--- config.mk ---
export PLATFORM = sky130hd
export DESIGN_NAME = grid_arbiter
export DESIGN_NICKNAME = d
export VERILOG_FILES = /design/src/rtl/grid_pkg.sv /design/src/rtl/grid_rr_arb.sv /design/src/rtl/grid_arbiter.sv
export SDC_FILE = /design/constraint.sdc
export NUM_CORES = 1
export LEC_CHECK = 0
export ABC_CLOCK_PERIOD_IN_PS = 6500
export CAP_MARGIN = 30
export CORE_UTILIZATION = 45
export CTS_BUF_LIST = sky130_fd_sc_hd__clkbuf_16
export DETAILED_ROUTE_END_ITERATION = 8
export GPL_TIMING_DRIVEN = 0
export PLACE_DENSITY = 0.64
export SYNTH_ARGS = -nofsm -noshare
export SYNTH_HDL_FRONTEND = slang
export SYNTH_SLANG_ARGS = --single-unit
--- constraint.sdc ---
create_clock -name clk -period 6.5 [get_ports clk]
set_input_delay 0.65 -clock clk [delete_from_list [all_inputs] [get_ports clk]]
set_output_delay 0.65 -clock clk [all_outputs]
set_load 0.02 [all_outputs]
--- src/rtl/grid_pkg.sv ---
// Shared types for the grid arbiter: opcodes, response status, FSM states,
// and the reserved EMPTY node code.
package grid_pkg;

  typedef enum logic [1:0] {
    OP_READ      = 2'd0,
    OP_CLAIM     = 2'd1,
    OP_RELEASE   = 2'd2,
    OP_CLEAR_ALL = 2'd3
  } op_e;

  typedef enum logic [1:0] {
    ST_OK        = 2'd0,
    ST_OCCUPIED  = 2'd1,
    ST_OOB       = 2'd2,
    ST_NOT_OWNER = 2'd3
  } status_e;

  typedef enum logic [1:0] {
    S_IDLE  = 2'd0,
    S_EXEC  = 2'd1,
    S_RESP  = 2'd2,
    S_CLEAR = 2'd3
  } state_e;

  // All-ones code of the given node-id width marks an unoccupied cell.
  function automatic logic [31:0] empty_code(input int unsigned node_w);
    return (node_w >= 32) ? '1 : ((32'd1 << node_w) - 32'd1);
  endfunction

endpackage

--- src/rtl/grid_rr_arb.sv ---
// Two-input round-robin arbiter; after every grant the pointer moves to the
// requester that did not win.
module grid_rr_arb (
  input  logic       clk,
  input  logic       reset,
  input  logic [1:0] req,
  input  logic       en,
  output logic [1:0] grant
);

  logic ptr;

  always_comb begin
    grant = req;
    if (req == 2'b11) grant = ptr ? 2'b10 : 2'b01;
  end

  always_ff @(posedge clk or posedge reset) begin
    if (reset)              ptr <= 1'b0;
    else if (en && (|req))  ptr <= grant[0];
  end

endmodule

--- src/rtl/grid_arbiter.sv ---
// Two-requester arbiter over an N x N occupancy grid (READ/CLAIM/RELEASE/CLEAR_ALL).
// Optional occupancy and conflict counters under GRID_ARBITER_STATS_EN.
module grid_arbiter
  import grid_pkg::*;
#(
  parameter int unsigned N      = 4,
  parameter int unsigned NODE_W = 8,
  parameter int unsigned CRD_W  = 8
) (
  input  logic                   clk,
  input  logic                   reset,
  input  logic [1:0]             req_valid,
  output logic [1:0]             req_ready,
  input  logic [1:0][1:0]        req_op,
  input  logic [1:0][CRD_W-1:0]  req_x,
  input  logic [1:0][CRD_W-1:0]  req_y,
  input  logic [1:0][NODE_W-1:0] req_node,
  output logic [1:0]             rsp_valid,
  input  logic [1:0]             rsp_ready,
  output logic [1:0]             rsp_status,
  output logic [NODE_W-1:0]      rsp_data,
  output logic                   busy
`ifdef GRID_ARBITER_STATS_EN
 ,output logic [$clog2(N*N):0]   occ_count,
  output logic [15:0]            conflict_count
`endif
);

  localparam int unsigned CELLS = N * N;
  localparam int unsigned IDX_W = $clog2(CELLS);
  localparam int unsigned CNT_W = IDX_W + 1;
  localparam logic [NODE_W-1:0]       EMPTY = NODE_W'(empty_code(NODE_W));
  localparam logic signed [CRD_W-1:0] N_S   = CRD_W'(N);

  state_e                   state, state_nxt;
  logic                     idle, accept;
  logic [1:0]               grant;
  op_e                      lat_op;
  logic signed [CRD_W-1:0]  lat_x, lat_y;
  logic [NODE_W-1:0]        lat_node;
  logic                     lat_who;
  logic [IDX_W-1:0]         clr_idx;
  logic                     clr_last;
  logic [NODE_W-1:0]        grid [CELLS];
  logic                     oob;
  logic [IDX_W-1:0]         cell_idx;
  logic [NODE_W-1:0]        occ;
  logic                     wr_en;
  logic [IDX_W-1:0]         wr_idx;
  logic [NODE_W-1:0]        wr_data;
  status_e                  exec_status;

  grid_rr_arb u_arb (
    .clk   (clk),
    .reset (reset),
    .req   (req_valid),
    .en    (idle),
    .grant (grant)
  );

  assign accept   = idle & (|req_valid);
  assign clr_last = (clr_idx == IDX_W'(CELLS - 1));

  always_ff @(posedge clk or posedge reset) begin
    if (reset) state <= S_IDLE;
    else       state <= state_nxt;
  end

  always_comb begin
    state_nxt = state;
    case (state)
      S_IDLE:  if (accept) state_nxt = S_EXEC;
      S_EXEC:  state_nxt = (lat_op == OP_CLEAR_ALL) ? S_CLEAR : S_RESP;
      S_CLEAR: if (clr_last) state_nxt = S_RESP;
      S_RESP:  if (rsp_ready[lat_who]) state_nxt = S_IDLE;
      default: state_nxt = S_IDLE;
    endcase
  end

  always_comb begin
    idle      = (state == S_IDLE);
    req_ready = idle ? grant : 2'b00;
    busy      = !idle;
  end

  // Single-cycle read-modify-write of the addressed cell while in EXEC.
  always_comb begin
    oob      = lat_x[CRD_W-1] || (lat_x >= N_S) || lat_y[CRD_W-1] || (lat_y >= N_S);
    cell_idx = IDX_W'(lat_x) * IDX_W'(N) + IDX_W'(lat_y);
    occ      = grid[cell_idx];
    wr_en       = 1'b0;
    wr_idx      = cell_idx;
    wr_data     = EMPTY;
    exec_status = ST_OK;
    if (state == S_CLEAR) begin
      wr_en  = 1'b1;
      wr_idx = clr_idx;
    end else if (state == S_EXEC && lat_op != OP_CLEAR_ALL) begin
      if (oob) begin
        exec_status = ST_OOB;
      end else begin
        case (lat_op)
          OP_CLAIM: begin
            if (occ == EMPTY) begin
              wr_en   = 1'b1;
              wr_data = lat_node;
            end else begin
              exec_status = ST_OCCUPIED;
            end
          end
          OP_RELEASE: begin
            if (occ == lat_node)   wr_en = 1'b1;
            else if (occ != EMPTY) exec_status = ST_NOT_OWNER;
          end
          default: ;
        endcase
      end
    end
  end

  always_ff @(posedge clk or posedge reset) begin
    if (reset) begin
      lat_op     <= OP_READ;
      lat_x      <= '0;
      lat_y      <= '0;
      lat_node   <= '0;
      lat_who    <= 1'b0;
      clr_idx    <= '0;
      rsp_valid  <= 2'b00;
      rsp_status <= 2'b00;
      rsp_data   <= EMPTY;
    end else begin
      if (accept) begin
        lat_who  <= grant[1];
        lat_op   <= op_e'(req_op[grant[1]]);
        lat_x    <= req_x[grant[1]];
        lat_y    <= req_y[grant[1]];
        lat_node <= req_node[grant[1]];
      end
      if (state == S_CLEAR) clr_idx <= clr_last ? '0 : clr_idx + IDX_W'(1);
      if (state == S_EXEC && lat_op != OP_CLEAR_ALL) begin
        rsp_valid  <= lat_who ? 2'b10 : 2'b01;
        rsp_status <= exec_status;
        rsp_data   <= oob ? EMPTY : occ;
      end else if (state == S_CLEAR && clr_last) begin
        rsp_valid  <= lat_who ? 2'b10 : 2'b01;
        rsp_status <= ST_OK;
        rsp_data   <= EMPTY;
      end else if (state == S_RESP && rsp_ready[lat_who]) begin
        rsp_valid  <= 2'b00;
      end
    end
  end

  always_ff @(posedge clk or posedge reset) begin
    if (reset) begin
      for (int unsigned i = 0; i < CELLS; i++) grid[i] <= EMPTY;
    end else if (wr_en) begin
      grid[wr_idx] <= wr_data;
    end
  end

`ifdef GRID_ARBITER_STATS_EN
  logic [NODE_W-1:0] wr_old;
  assign wr_old = grid[wr_idx];

  // Occupancy tracks every write's effect on its cell; conflicts saturate.
  always_ff @(posedge clk or posedge reset) begin
    if (reset) begin
      occ_count      <= '0;
      conflict_count <= '0;
    end else begin
      if (wr_en) begin
        if (wr_old == EMPTY && wr_data != EMPTY)      occ_count <= occ_count + CNT_W'(1);
        else if (wr_old != EMPTY && wr_data == EMPTY) occ_count <= occ_count - CNT_W'(1);
      end
      if (state == S_EXEC && exec_status == ST_OCCUPIED && conflict_count != 16'hFFFF)
        conflict_count <= conflict_count + 16'd1;
    end
  end
`endif

endmodule

==> impl_metrics.csv <==
group,metric,value,unit
worst_setup_path,worstSetupPathType,"register to register",
logic_synthesis,synthesis.area,9229,um2
die,io-pin-count,73,
worst_setup_path,reg2reg_from,"lat_y[1]",
global_route,grt_overflow_total,0,
drt,postRouteWirelength,23.06,mm
final_layout,final_layout_size_suffix_gt1_share,51.72,%
final_layout,post-route-cell-area,10920,um2
placement,placed_cells_incl_taps,935,
drt,wl_per_cell,23.82,um
sta,skew,0.01245,ns
logic_synthesis,number_of_enable_flip_flop_cells_after_synthesis,0,
placement,place.gp.congestion,0.8860,
clocking,cts_resized,0,
worst_setup_path,setup.worst_path.end_class,"register",
global_route,global_route.usage.total,22.94,%
clocking,tritoncts.num_buffers,17,
sta,setup_repair_after_global_routing_missed_its_margin,"no",
drt,route.detailed.drc,0,
global_route,vias_in_the_first_global_route,5942,
power,power-per-cell-area,516.0,nW/um2
sta,number_of_failing_hold_endpoints_at_the_final_stage,0,
sta,final_period_minus_worst_setup_slack,4.065,ns
worst_setup_path,critical_path_startpoint,"lat_y[1]",
worst_setup_path,crit_family,"multiplexers",
sta,setup_viol,0,
logic_synthesis,synth_cell_types,48,
die,die_boundary_height,145.2,um
logic_synthesis,synthFlopType,"dfstp_2",
drt,drt-pass1-iter-count,4,
final_layout,finish.cell_count_without_fillers,968,
clocking,worst_setup_hold_path_clk_slew,0.06,ns
power,leakage,0.004277,uW
clocking,clock_latency_at_the_later_pin_of_the_worst_skew_pair,0.43,ns
power,power.share.sequential,37.8,%
power,netSwitchingPower,1865,uW
sta,fin_crit_sh,62.54,%
drt,drt_iter0_markers,334,
clocking,cts-root-to-sink-buffers,2,
placement,port-buffer-count,72,
sta,final_max_slew_violation_count,0,
clocking,post_cts_buffers,0,
placement,detailed_place.area,10320,um2
min_path,min-delay-start,"lat_y[4]",
power,vdd.ir_drop.worst,0.2101,mV
min_path,min_path_type,"register to register",
sta,worst_slew_margin_rel,34.24,%
clocking,htree_levels,4,
final_layout,antenna-diode-count,0,
logic_synthesis,synth_async_sr_flop_share,100.0,%
clocking,clock-root-buffer,"clkbuf_16",
global_route,initial_antenna_violation_count,0,
worst_setup_path,worst-path-max-fanout,10,
sta,timing.fmax,0.2460,GHz
placement,pre_cts_ws,2.402,ns
global_route,grt_first_pass_wirelength,36.01,mm
power,power.share.clock,18.2,%
drt,detail-route-antenna-nets,0,
die,die_x,145.2,um
final_layout,area_growth_syn_to_layout,18.29,%
worst_setup_path,critical-path-slowest-cell,"a31oi_4",
global_route,grt_max_degree,144,
worst_setup_path,start_kind,"register",
outcome,status,"complete, no violations",
logic_synthesis,ys_ff_latch,174,
logic_synthesis,syn_nets,655,
logic_synthesis,postSynthCellCount,592,
drt,drt-vias-per-instance,5.646,
die,fp_rows,52,
worst_setup_path,critPathBufInv,3,
worst_setup_path,critPathMaxStageDelay,0.62,ns
sta,worst-slew-pin-transition,0.9865,ns
power,cellInternalPower,3768,uW
drt,via_count,5465,
die,core_region_area,20170,um2
logic_synthesis,ys.warnings.count,0,
clocking,tritoncts_clock_tree,"built",
die,initial_core_util,45.76,%
die,die_area,21090,um2
clocking,cts.hold.buffers_added,0,
power,power.switching_fraction,33.10,%
placement,dp.final_hpwl,15.10,mm
worst_setup_path,critical_path.cell_chain,"buf_4, clkbuf_1, mux4_1, mux4_2, xor2_1, nor4_2, nand4bb_1, buf_6, a31oi_4, mux2_4",
sta,holdWs,0.4911,ns
logic_synthesis,synth-seq-area-share,49.02,%
clocking,clkSinkCount,174,
power,combinationalPowerShare,44.1,%
logic_synthesis,syn_avg_cell_area,15.59,um2
run,maxCapViolations,0,
worst_setup_path,cp.required,6.85,ns
worst_setup_path,cp.arrival,4.41,ns
final_layout,design.final.nets,748,
sta,final.setup.worst_slack,2.435,ns
## state kept, by name (all words and copies together), names as in the netlist
signal	cells
state	2
lat_y	8
lat_node	8
clr_idx	4
lat_who	1
rsp_data	8
grid	128
u_arb.ptr	1
lat_x	8
lat_op	2
rsp_status	2
rsp_valid	2
## worst min-delay path, cell delays in order, from the launching register on
cell and delay (ns):
dfrtp_1 0.35, nand2_1 0.05, o21ai_0 0.06
## synth_stat cells (all sizes together) (3+ instances only)
cell type / count / area (um2)
o21ai: 35 / 175.2
inv: 7 / 26.28
nand3: 6 / 30.03
a21o: 3 / 22.52
a31oi: 16 / 340.3
nor4: 5 / 37.53
nand3b: 4 / 30.03
xor2: 4 / 35.03
nand4: 5 / 46.29
o22a: 8 / 70.07
nand2b: 10 / 62.56
mux2: 131 / 1956
dfrtp: 38 / 950.9
mux2i: 27 / 270.3
nand2: 39 / 146.4
xnor2: 5 / 43.79
mux4: 40 / 934.7
dfstp: 136 / 3573
buf: 14 / 106.3
clkbuf: 22 / 83.83
ha: 5 / 62.56
nor2: 9 / 33.78
## area by class of cell
cell class / count / area [um2]
inverters: 7 / 33.78
multi-input cells: 375 / 4488
clock inverters: 15 / 153.9
fillers: 1615 / 9253
repair buffers: 74 / 763.2
plain buffers: 36 / 190.2
flip-flops and latches: 174 / 4524
well taps: 270 / 337.8
clock buffers: 17 / 425.4
## logic make-up after synthesis
family / count (synthesis) / share of synthesized area [%]
mux: 198 / 34.25
flops: 174 / 49.02
simple gates: 91 / 5.287
compound gates: 71 / 7.321
buf+inv: 43 / 2.345
xor+xnor: 10 / 1.098
fa+ha+maj: 5 / 0.6779
## layer usage
metal  share of wire [%]  routed length [um]  global-route usage, %  vias up
met5                   0                   0                      0        -
met2                  49               11210                  38.17      165
li1                    -                   -                      -     2398
met1                  44               10230                  30.53     2877
met3                 4.9                1140                  4.119       25
met4                 2.1                 475                  7.053        0
## cell usage in the layout, fill, tap and decap left out, drive strengths merged, types with 3 or more instances in the layout
cell type,instances
clkdlybuf4s50,72
nand3,6
a31oi,16
clkbuf,39
mux2,131
nand2,39
nor4,5
nand2b,10
mux4,40
nand3b,4
mux2i,27
clkinv,6
dfrtp,38
dfstp,136
xnor2,5
o22a,8
ha,5
a21o,3
xor2,4
bufinv,3
nor2,9
inv,11
buf,16
o21ai,35
nand4,5
## power groups by stage
stage	registers, uW	logic, uW	clock network, uW
finish	2130	2480	1020
global route	2180	2650	1080
CTS	2120	2500	1040
detailed placement	2130	2480	0
global placement	2090	2430	0
floorplan	2040	1910	0
## metrics by stage
stage | TNS [ns] | power (uW) | util (%)
CTS | 0 | 5657 | 54.05
detailed placement | 0 | 4602 | 51.18
finish | 0 | 5633 | 54.13
floorplan | 0 | 3945 | -
global placement | -23.11 | 4517 | 51.01
global route | 0 | 5915 | 54.13
## final timing paths
path                            slack, ns           to  cells after the start
min in group asynchronous            0.58     lat_x[0]                      2
worst min-delay path                 0.49     lat_y[4]                      2
worst max register to register       2.43      grid[5]                     10
worst max-delay path                 2.43      grid[5]                     10
max in group asynchronous            4.96  lat_node[2]                      3
worst min register to register       0.49     lat_y[4]                      2
Note: power is estimated with default switching activity, not from simulation.
